File: src/rtl/clk_div_prog_if.sv
// Control and status bundle for clk_div_prog: run enable, divisor load handshake, divided outputs.
// Signal prefixes are from the divider's point of view (i_ = into the divider, o_ = out of it).
interface clk_div_prog_if #(
    parameter int CNT_W = 16
);
    logic             i_en;
    logic [CNT_W-1:0] i_div_in;
    logic             i_div_load;
    logic             o_div_ack;
    logic [CNT_W-1:0] o_cur_div;
    logic             o_clk_out;
    logic             o_tick;

    modport master (
        output i_en, i_div_in, i_div_load,
        input  o_div_ack, o_cur_div, o_clk_out, o_tick
    );

    modport slave (
        input  i_en, i_div_in, i_div_load,
        output o_div_ack, o_cur_div, o_clk_out, o_tick
    );
endinterface

File: src/rtl/clk_div_prog.sv
// Runtime-programmable integer clock divider with a glitch-free divisor load handshake.
// Optional macro CLKDIV_DUTY50_EN: adds a negedge flop so odd divisors get a true 50% duty cycle.
module clk_div_prog #(
    parameter int CNT_W       = 16,
    parameter int DIV_DEFAULT = 3
) (
    input logic           clk,
    input logic           reset,
    clk_div_prog_if.slave bus
);

    localparam logic [CNT_W-1:0] DIV_RST = (DIV_DEFAULT < 2) ? CNT_W'(2) : CNT_W'(DIV_DEFAULT);

    function automatic logic [CNT_W-1:0] clamp_div(input logic [CNT_W-1:0] d);
        return (d < CNT_W'(2)) ? CNT_W'(2) : d;
    endfunction

    logic [CNT_W-1:0] r_cnt;
    logic [CNT_W-1:0] r_cur_div;
    logic [CNT_W-1:0] r_pend_div;
    logic             r_pend_v;
    logic             r_clk_pos;
    logic             r_tick;
    logic             r_ack;

    logic             w_wrap;
    logic             w_apply;
    logic [CNT_W-1:0] w_div_next;
    logic [CNT_W-1:0] w_cnt_next;
    logic [CNT_W-1:0] w_low_len;

    // A pending divisor lands on the wrap edge while running, or on any idle edge.
    assign w_wrap     = (r_cnt == r_cur_div);
    assign w_apply    = r_pend_v && (!bus.i_en || w_wrap);
    assign w_div_next = w_apply ? r_pend_div : r_cur_div;
    assign w_cnt_next = w_wrap ? CNT_W'(1) : r_cnt + CNT_W'(1);
    assign w_low_len  = w_div_next - (w_div_next >> 1);

    always_ff @(posedge clk) begin
        if (reset) begin
            r_cnt      <= '0;
            r_cur_div  <= DIV_RST;
            r_pend_div <= DIV_RST;
            r_pend_v   <= 1'b0;
            r_clk_pos  <= 1'b0;
            r_tick     <= 1'b0;
            r_ack      <= 1'b0;
        end else begin
            r_ack <= w_apply;
            if (w_apply) begin
                r_cur_div <= r_pend_div;
                r_pend_v  <= 1'b0;
            end
            // NOTE: a load on the applying edge re-arms pending; the later non-blocking write wins.
            if (bus.i_div_load) begin
                r_pend_div <= clamp_div(bus.i_div_in);
                r_pend_v   <= 1'b1;
            end
            if (bus.i_en) begin
                r_cnt     <= w_cnt_next;
                r_clk_pos <= (w_cnt_next > w_low_len);
                r_tick    <= (w_cnt_next == w_low_len + CNT_W'(1));
            end else begin
                r_cnt     <= '0;
                r_clk_pos <= 1'b0;
                r_tick    <= 1'b0;
            end
        end
    end

`ifdef CLKDIV_DUTY50_EN
    logic r_clk_neg;

    // Half-cycle delayed copy stretches the high phase by 0.5 cycle for odd divisors.
    always_ff @(negedge clk) begin
        if (reset) r_clk_neg <= 1'b0;
        else       r_clk_neg <= r_clk_pos;
    end

    assign bus.o_clk_out = r_cur_div[0] ? (r_clk_pos | r_clk_neg) : r_clk_pos;
`else
    assign bus.o_clk_out = r_clk_pos;
`endif

    assign bus.o_tick    = r_tick;
    assign bus.o_div_ack = r_ack;
    assign bus.o_cur_div = r_cur_div;

endmodule

File: src/flat_wrapper.sv
// flat-port wrapper written by rule: the top's interface ports become plain ports
module clk_div_prog_flat 
#(
    parameter int CNT_W       = 16,
    parameter int DIV_DEFAULT = 3
)
  (clk, reset, bus_i_en, bus_i_div_in, bus_i_div_load, bus_o_div_ack, bus_o_cur_div, bus_o_clk_out, bus_o_tick);
  clk_div_prog_if #(.CNT_W(CNT_W)) bus_i ();
  input logic clk;
  input logic reset;
  input wire logic [$bits(bus_i.i_en)-1:0] bus_i_en;
  input wire logic [$bits(bus_i.i_div_in)-1:0] bus_i_div_in;
  input wire logic [$bits(bus_i.i_div_load)-1:0] bus_i_div_load;
  output wire logic [$bits(bus_i.o_div_ack)-1:0] bus_o_div_ack;
  output wire logic [$bits(bus_i.o_cur_div)-1:0] bus_o_cur_div;
  output wire logic [$bits(bus_i.o_clk_out)-1:0] bus_o_clk_out;
  output wire logic [$bits(bus_i.o_tick)-1:0] bus_o_tick;
  assign bus_i.i_en = bus_i_en;
  assign bus_i.i_div_in = bus_i_div_in;
  assign bus_i.i_div_load = bus_i_div_load;
  assign bus_o_div_ack = bus_i.o_div_ack;
  assign bus_o_cur_div = bus_i.o_cur_div;
  assign bus_o_clk_out = bus_i.o_clk_out;
  assign bus_o_tick = bus_i.o_tick;
  clk_div_prog #(.CNT_W(CNT_W), .DIV_DEFAULT(DIV_DEFAULT)) u_core (.clk(clk), .reset(reset), .bus(bus_i));
endmodule
File: config.mk
export PLATFORM = sky130hd
export DESIGN_NAME = clk_div_prog_flat
export DESIGN_NICKNAME = d
export VERILOG_FILES = /design/src/rtl/clk_div_prog_if.sv /design/src/rtl/clk_div_prog.sv /design/src/flat_wrapper.sv
export SDC_FILE = /design/constraint.sdc
export NUM_CORES = 1
export LEC_CHECK = 0
export CAP_MARGIN = 20
export CORE_MARGIN = 4
export CORE_UTILIZATION = 60
export DETAILED_ROUTE_END_ITERATION = 8
export HOLD_SLACK_MARGIN = 0.15
export PLACE_DENSITY = 0.92
export SLEW_MARGIN = 20
export SYNTH_ARGS = -nofsm -noshare
export SYNTH_HDL_FRONTEND = slang
export SYNTH_SLANG_ARGS = --single-unit
export TNS_END_PERCENT = 10
File: constraint.sdc
create_clock -name clk -period 8.6 [get_ports clk]
set_input_delay 1.72 -clock clk [delete_from_list [all_inputs] [get_ports clk]]
set_output_delay 1.72 -clock clk [all_outputs]
set_load 0.05 [all_outputs]
# Word level (Yosys, flattened, before mapping)
# Index checks and enable logic that the tools add are counted.
# Widths: inputs -> output; s select.
[classes]
muxes = 5
eq_ne = 2
add_sub_neg = 3
n_reduce_logical = 5
bitwise = 1
magnitude_cmp = 2
[op_table]
columns = ["cell", "count"]
rows = [
  ["$mux 16", 3],
  ["$add 16x1->16 const B", 2],
  ["$eq 16x16->1", 2],
  ["$gt 16x16->1", 1],
  ["$lt 16x2->1 const B", 1],
  ["$sub 16x15->16", 1],
  ["$mux 1", 2],
  ["$reduce_bool 2->1", 1],
  ["$reduce_or 2->1", 1],
  ["$logic_and 1x1->1", 1],
  ["$logic_not 1->1", 1],
  ["$logic_or 1x1->1", 1],
  ["$not 1->1", 1],
]
[word_totals]
word_cells = 25
ff_bits = 52
input_bits = 20
output_inout_bits = 19

# Depth between registers and ports, before layout
[depth]
ltp_word = 7
ltp_mapped = 29
mapped_depth_nobuf = 25

# Least setup slack after synthesis
# Ideal clock, no wire load.
[synth_timing]
path_kind = "in2reg"
from = "input bus_i_en"
to = "register u_core.r_clk_pos (netlist: u_core.bus.o_clk_out)"
arrival_ns = 6.188
t_required_ns = 8.471
cell_stages = 24
path_slack_ns = 2.283
setup_ns = 0.129
n_path_buf = 3
path_cell_list = "o41ai_4 -> buf_6 -> nand2_4 -> buf_4 -> buf_1 -> mux2_2 -> ha_1 -> inv_1 -> fa_1 -> inv_1 -> and4_1 -> a31o_2 -> o41a_1 -> o21ai_0 -> a2111oi_0 -> or3_1 -> ha_1 -> o21ai_0 -> nand2b_1 -> a21oi_1 -> o31ai_1 -> a21o_1 -> a21oi_1 -> nor3_1"
[synth_via]
elab_chain_len = 6
word_cells_on_any_way = 8
classes_between = "add/sub: 1; order compare: 1; mux: 1; bitwise: 1; reduce/logical: 4"
[synth_rtl]
columns = ["item", "line_no", "text"]
rows = [
  ["from (decl)", "flat_wrapper.sv:11", "input wire logic [$bits(bus_i.i_en)-1:0] bus_i_en;"],
  ["$logic_not 1->1", "clk_div_prog.sv:34", "assign w_apply = r_pend_v && (!bus.i_en || w_wrap);"],
  ["$logic_or 1x1->1", "clk_div_prog.sv:34", ""],
  ["$logic_and 1x1->1", "clk_div_prog.sv:34", ""],
  ["$mux 16", "clk_div_prog.sv:35", "assign w_div_next = w_apply ? r_pend_div : r_cur_div;"],
  ["named net u_core.w_div_next[1]", "clk_div_prog.sv:28", "logic [CNT_W-1:0] w_div_next;"],
  ["$sub 16x15->16", "clk_div_prog.sv:37", "assign w_low_len = w_div_next - (w_div_next >> 1);"],
  ["$gt 16x16->1", "clk_div_prog.sv:61", "r_clk_pos <= (w_cnt_next > w_low_len);"],
  ["to (signal assigned)", "clk_div_prog.sv:61", ""],
  ["to (decl)", "clk_div_prog.sv:22", "logic r_clk_pos;"],
]
# The timed path passes the listed nets, and every way through them passes these cells.
# A chain may end at the register's enable or synchronous reset.

# Worst setup path in the final report
# Ends and elaborated chain as after synthesis.

==> impl_metrics.prom <==
# TYPE chip_impl_metric gauge
chip_impl_info{name="status",value="finished clean"} 1
chip_impl_metric{name="yosys_register_bits",unit=""} 52
chip_impl_metric{name="async_reset_ff_share",unit="%"} 0
chip_impl_metric{name="setup-tns-final",unit="ns"} 0
chip_impl_info{name="root_buffer",value="clkbuf_8"} 1
chip_impl_metric{name="cp_data_required_time",unit="ns"} 8.79
chip_impl_info{name="min_from",value="u_core.r_pend_div[1]"} 1
chip_impl_metric{name="routability_congestion_estimate",unit=""} 0.9569
chip_impl_metric{name="overflow",unit=""} 0
chip_impl_metric{name="largest_stage_delay_on_the_critical_path",unit="ns"} 0.54
chip_impl_info{name="critical-path-slowest-cell",value="clkdlybuf4s50_1"} 1
chip_impl_metric{name="worstPathMaxFanout",unit=""} 22
chip_impl_info{name="leading_post_synthesis_cells_by_instance_count",value="nor2_1, dfxtp_1, xnor2_1"} 1
chip_impl_metric{name="drt_first_pass_iters",unit=""} 5
chip_impl_metric{name="setup.reg_to_reg.worst_slack",unit="ns"} 2.34
chip_impl_metric{name="layout.cells.non_filler",unit=""} 692
chip_impl_info{name="cts_tree",value="done"} 1
chip_impl_metric{name="clockBufferDepth",unit=""} 2
chip_impl_metric{name="dp.final_hpwl",unit="mm"} 9.698
chip_impl_metric{name="hold_depth",unit=""} 2
chip_impl_metric{name="max-cap-violations",unit=""} 0
chip_impl_metric{name="clock_transition_at_the_registers_of_the_reported_paths",unit="ns"} 0.11
chip_impl_metric{name="detailroute.via_count",unit=""} 4457
chip_impl_metric{name="ant_nets",unit=""} 0
chip_impl_metric{name="fin_worst_hold_slack",unit="ns"} 0.5258
chip_impl_info{name="timing.rr.end",value="u_core.bus.o_clk_out"} 1
chip_impl_metric{name="timing_hold_violations_final",unit=""} 0
chip_impl_info{name="cp-end-kind",value="flop"} 1
chip_impl_metric{name="floorplan.initialDensity",unit="%"} 62.43
chip_impl_metric{name="placement.io_buffers",unit=""} 38
chip_impl_metric{name="peak_supply_drop",unit="uV"} 100.7
chip_impl_metric{name="drc_violations",unit=""} 0
chip_impl_metric{name="core-area",unit="sq mm"} 0.007370
chip_impl_metric{name="routed_wire_length_per_instance",unit="um"} 18.02
chip_impl_metric{name="detail_route.iter0.violations",unit=""} 243
chip_impl_metric{name="yosysSeqAreaShare",unit="%"} 22.63
chip_impl_info{name="synth-main-ff-cell",value="dfxtp_1"} 1
chip_impl_metric{name="row_count",unit=""} 31
chip_impl_metric{name="yosysTopAreaCellShare",unit="%"} 22.63
chip_impl_metric{name="wirelength",unit="mm"} 12.47
chip_impl_metric{name="mappedNetlistArea",unit="sq mm"} 0.004601
chip_impl_metric{name="cp.depth",unit=""} 22
chip_impl_metric{name="synth_cell_type_count",unit=""} 76
chip_impl_metric{name="leakage",unit="nW"} 2.125
chip_impl_metric{name="gr-usage-all-layers",unit="%"} 28.27
chip_impl_metric{name="grt_start_max_net_pins",unit=""} 36
chip_impl_metric{name="yosys_warnings",unit=""} 0
chip_impl_metric{name="post-route-period-util",unit="%"} 77.24
chip_impl_metric{name="syn_inst",unit=""} 569
chip_impl_info{name="min-delay-path-class",value="flop to flop"} 1
chip_impl_metric{name="cts_hold_repair.buffers",unit=""} 0
chip_impl_metric{name="antenna_found_initial",unit=""} 0
chip_impl_info{name="holdPathEnd",value="u_core.r_pend_div[1]"} 1
chip_impl_metric{name="cts_setup_buffers",unit=""} 0
chip_impl_metric{name="numClockSinks",unit=""} 52
chip_impl_info{name="grt_setup_unrepaired",value="no"} 1
chip_impl_metric{name="arrival_time_reported_for_the_critical_path_endpoint",unit="ns"} 6.83
chip_impl_metric{name="tightest_slew_margin_relative_to_the_limit",unit="%"} 35.21
chip_impl_info{name="synth_area_leaders",value="dfxtp_1, xnor2_1, ha_1"} 1
chip_impl_metric{name="wire_length_of_the_first_global_routing_pass",unit="mm"} 20.44
chip_impl_metric{name="cts_inserted_buffers",unit=""} 5
chip_impl_info{name="most_repeated_cell_in_the_gate_level_netlist_after_synthesis",value="nor2_1"} 1
chip_impl_metric{name="via_count_of_the_first_global_routing_pass",unit=""} 4297
chip_impl_metric{name="flow.area_growth_from_synthesis",unit="%"} 12.54
chip_impl_info{name="timing.critical_path.cells",value="clkdlybuf4s50_1 -> o41ai_4 -> nand2_4 -> mux2_2 -> ha_1 -> inv_1 -> fa_1 -> inv_1 -> and4_1 -> a31o_2 -> o41a_1 -> o21ai_0 -> a2111oi_0 -> or3_1 -> ha_1 -> o21ai_0 -> nand2b_1 -> a21oi_1 -> o31ai_1 -> a21o_1 -> a21oi_1 -> nor3_1"} 1
chip_impl_metric{name="chipHeight",unit="um"} 95.57
chip_impl_metric{name="cp.buffers_inverters",unit=""} 3
chip_impl_info{name="synth.largest_area_cell",value="dfxtp_1"} 1
chip_impl_metric{name="final-setup-viol-count",unit=""} 0
chip_impl_metric{name="worst-slew-pin-transition",unit="ns"} 0.9583
chip_impl_metric{name="timing.fmax",unit="MHz"} 150.5
chip_impl_metric{name="worst_clock_skew",unit="ns"} 0.01613
chip_impl_info{name="worst-setup-path-type",value="input port to flop"} 1
chip_impl_metric{name="synthesized_area_per_cell",unit="sq um"} 8.086
chip_impl_info{name="critPathTopFamily",value="compound AO/OA/AOI/OAI gates"} 1
chip_impl_metric{name="place.detailed.instances",unit=""} 684
chip_impl_info{name="critical_path_startpoint_category",value="input port"} 1
chip_impl_metric{name="timing.final.crit_period",unit="ns"} 6.643
chip_impl_metric{name="routed_via_density",unit=""} 6.441
chip_impl_metric{name="nNetsFinal",unit=""} 641
chip_impl_info{name="worst_r2r_src",value="u_core.bus.o_cur_div[8]"} 1
chip_impl_metric{name="fin_util",unit="%"} 70.25
chip_impl_metric{name="reg2reg_depth",unit=""} 23
chip_impl_metric{name="clock_insertion_delay_worst_skew",unit="ns"} 0.32
chip_impl_metric{name="floorplan.io_pins",unit=""} 39
chip_impl_metric{name="cts_resized",unit=""} 0
chip_impl_metric{name="htree_levels",unit=""} 2
chip_impl_metric{name="cellPowerDensity",unit="mW/mm^2"} 140.6
chip_impl_metric{name="die_area",unit="sq mm"} 0.009133
chip_impl_metric{name="final_max_slew_viol_count",unit=""} 0
chip_impl_metric{name="num_antenna_cells",unit=""} 0
chip_impl_metric{name="synth_fp_nets",unit=""} 618
chip_impl_metric{name="floorplan.die.width",unit="um"} 95.57
chip_impl_metric{name="share_of_cells_above_drive_strength_1",unit="%"} 6.914
chip_impl_metric{name="synth_edf_count",unit=""} 0
## worst max path at each step
stage	startpoint	end	slack, ns
after floorplan	bus_i_en	u_core.bus.o_clk_out	2.28
after global placement	bus_i_en	u_core.bus.o_tick	1.89
after detailed placement	bus_i_en	u_core.bus.o_clk_out	1.63
after CTS	bus_i_en	u_core.bus.o_clk_out	1.97
after global routing	bus_i_en	u_core.bus.o_clk_out	1.59
final	bus_i_en	u_core.bus.o_clk_out	1.96
## layout by cell type, fill, tap and decap left out, types with 5 or more instances in the layout
cell type        count
nor2_1              61
dfxtp_1             52
xnor2_1             50
clkdlybuf4s50_1     38
inv_1               30
nand3_1             29
ha_1                28
mux2i_1             27
nor3_1              27
a21oi_1             24
nand2_1             18
xor2_1              16
o21ai_0             16
nand2b_1            13
nor4_1              10
nand4_1              9
and3_1               9
a21o_1               8
nor2b_1              8
a31oi_1              6
o211ai_1             6
or3_1                5
a31o_2               5
a2111oi_0            5
clkbuf_8             5
## per-layer routing
metal	vias to the layer above	GRT usage [%]	routed length, um
met1	2130	35.37	5234
met2	179	48.93	6041
met4	0	9.479	358
li1	2112	-	-
met5	-	0	0
met3	36	4.736	836
## layout make-up
cell class / count / area [sq um]
Sequential cell: 52 / 1041
Inverter: 34 / 127.6
Clock inverter: 3 / 90.09
Multi-Input combinational cell: 459 / 3331
Timing Repair Buffer: 40 / 395.4
Clock buffer: 5 / 68.82
Fill cell: 582 / 2192
Tap cell: 99 / 123.9
## through the flow
stage / instance area (sq um) / power [W] / setup WS (ns)
after floorplan: 4601 / 0.0004350 / 2.283
after global placement: 5019 / 0.0004843 / 1.895
after detailed placement: 5019 / 0.0004927 / 1.634
after CTS: 5177 / 0.0007238 / 1.970
after global routing: 5177 / 0.0007644 / 1.591
final: 5177 / 0.0007281 / 1.957
## worst min-delay path, delay by kind of cell (launching register included)
kind / cells / cell delay (ns)
flip-flops: 1 / 0.36
AND/OR/NAND/NOR: 1 / 0.06
AO/OA/AOI/OAI: 1 / 0.08
## where the power goes
part	total, W	internal, W	switching (W)
combinational	0.000236	0.0000961	0.000139
sequential	0.000258	0.000248	0.0000102
clock	0.000235	0.000146	0.0000892
## registers in the layout (all words and copies together), names as in the netlist
name and flops:
u_core.bus.o_cur_div 16, u_core.r_cnt 16, u_core.r_pend_div 16, u_core.bus.o_clk_out 1, u_core.bus.o_div_ack 1, u_core.bus.o_tick 1, u_core.r_pend_v 1
## cell families after synthesis
group | share of synthesized area, %
adder cells (fa/ha/maj) | 8.703
flip-flops | 22.63
AO/OA/AOI/OAI | 17.65
AND/OR/NAND/NOR | 25.32
buffers and inverters | 5.113
XOR/XNOR | 13.27
multiplexers | 7.316
Power figures use the tool's default switching activity.
==> edit: new RTL, same flow settings <==
`CNT_W` is set to 16 in 3 places; all go to 24.
--- a/src/rtl/clk_div_prog_if.sv
+++ b/src/rtl/clk_div_prog_if.sv
@@ -2,5 +2,5 @@
 // Signal prefixes are from the divider's point of view (i_ = into the divider, o_ = out of it).
 interface clk_div_prog_if #(
-    parameter int CNT_W = 16
+    parameter int CNT_W = 24
 );
     logic             i_en;
--- a/src/rtl/clk_div_prog.sv
+++ b/src/rtl/clk_div_prog.sv
@@ -2,5 +2,5 @@
 // Optional macro CLKDIV_DUTY50_EN: adds a negedge flop so odd divisors get a true 50% duty cycle.
 module clk_div_prog #(
-    parameter int CNT_W       = 16,
+    parameter int CNT_W       = 24,
     parameter int DIV_DEFAULT = 3
 ) (
--- a/src/flat_wrapper.sv
+++ b/src/flat_wrapper.sv
@@ -2,5 +2,5 @@
 module clk_div_prog_flat 
 #(
-    parameter int CNT_W       = 16,
+    parameter int CNT_W       = 24,
     parameter int DIV_DEFAULT = 3
 )
Ports: changed (resized bus_i_div_in and bus_o_cur_div); port bits go from 39 to 55. The function was not compared with the original's and may differ.
==> edit against the original RTL <==
Die area is 43% higher. Power is 73% higher. Routed wire length is 49% higher. Clock skew is 0.0097 ns lower. Combinational power is 98% higher. Synthesized cell count is 49% higher. Count of clock-buffer cells in the layout is 4 higher. Fmax is 18% lower. Area after synthesis is 47% higher. Final area is 48% higher. Final cell count is 48% higher. Worst setup slack worse by 1.4 ns. Sequential cell count is 24 higher.
==> edit: results (changes against the original RTL) <==
Clocking
  • H-tree depth: 3 (was 2)
  • Clock Tree Root: clkbuf_16 (was clkbuf_8)
  • Clock tree buffer depth: 2 (unchanged)
  • Clock transition at the registers of the reported paths: 0.06 ns (was 0.11 ns)
  • Clk Latency, worst-skew pair: 0.34 ns (was 0.32 ns)

Synthesis
  • Synth cell types: 80 (was 76)
  • Adder-Cell Fraction of Synth Area: 0.101 (was 0.0870)
  • Cells after Synth: 845 (was 569)
  • Seq/Total Area, Yosys: 0.225 (was 0.226)
  • Post-synthesis compound-gate area fraction: 0.127 (was 0.177)
  • Synth Net Count: 917 (was 618)
  • Mux contribution to synthesized area: 0.0999 (was 0.0732)
  • Post-Synth XOR/XNOR Area: 0.141 (was 0.133)
  • Top cells by area, synth: dfxtp_1 (22%), xnor2_1 (8.9%), ha_1 (8.1%) (was dfxtp_1 (23%), xnor2_1 (9.5%), ha_1 (7.6%))

GRT
  • Met1 Use GR: 0.371 (was 0.354)
  • M3 GR Usage: 0.0433 (was 0.0474)
  • Largest net degree at the start of global routing: 52 (was 36)
  • Global-route total usage across every layer: 0.289 (was 0.283)
  • Met2 Track Usage GR: 0.478 (was 0.489)

Place
  • IO buf count: 54 (was 38)
  • GP Congestion: 0.972 (was 0.957)
  • HPWL Detailed: 13800 µm (was 9700 µm)
  • Cell area after placement: 0.00735 mm² (was 0.00502 mm²)

Finish
  • # diodes: 0 (unchanged)
  • NonClk Buf Share: 0.0757 (was 0.0764)
  • Multi-input comb cells: 684 (was 459)
  • Nets: 952 (was 641)
  • FFs & Latches: 76 (was 52)
  • Multi-input logic area: 0.00489 mm² (was 0.00333 mm²)
  • Non-CTS buffers: 60 (was 40)
  • Clock buf/inv share: 0.0421 (was 0.0307)
  • Finished Cell Area: 0.00767 mm² (was 0.00518 mm²)
  • Fillers: 782 (was 582)
  • Inverters: 49 (was 34)
  • Register area: 0.00152 mm² (was 0.00104 mm²)

Timing
  • Worst slew margin: 0.416 (was 0.352)
  • Final Skew: 0.00645 ns (was 0.0161 ns)

Critical path
  • Crit path max fanout: 21 (was 22)
  • Top delay family on crit path: simple AND/OR/NAND/NOR gates (was compound AO/OA/AOI/OAI gates)
  • Crit-path max cell delay: 0.63 ns (was 0.54 ns)

Route
  • M1 wire length: 7700 µm (was 5230 µm)
  • Vias/cell: 6.34 (was 6.44)
  • DR vias: 6494 (was 4457)
  • Final WL: 18600 µm (was 12500 µm)
  • Met3 wire length: 1460 µm (was 836 µm)

Status
  • Status: finished clean (unchanged)

Power
  • Leak Pwr: 3.32 nW (was 2.12 nW)
  • Pint: 0.000809 W (was 0.000489 W)
edit: worst paths after layout:
kind,slack (ns),cells past startpoint,endpoint,startpoint
setup / recovery,0.54,23,u_core.bus.o_tick$_SDFF_PP0_,bus_i_en
hold / removal,0.53,2,u_core.r_pend_div[2]$_SDFFE_PP0P_,u_core.r_pend_div[2]$_SDFFE_PP0P_
setup reg to reg,1.43,24,u_core.bus.o_tick$_SDFF_PP0_,u_core.bus.o_cur_div[8]$_SDFF_PP0_
hold reg to reg,0.53,2,u_core.r_pend_div[2]$_SDFFE_PP0P_,u_core.r_pend_div[2]$_SDFFE_PP0P_
edit: power groups by stage:
stage               registers, W  clock network (W)  logic [W]
floorplan               0.000386                  0   0.000345
global placement        0.000383                  0   0.000440
detailed placement      0.000383                  0   0.000450
CTS                     0.000376           0.000417   0.000458
global route            0.000378           0.000432   0.000508
finish                  0.000377           0.000416   0.000467
edit: worst min-delay path, stage by stage, from the launching register on:
cell     delay, ns
dfxtp_1       0.34
mux2i_1       0.07
nor2_1        0.08
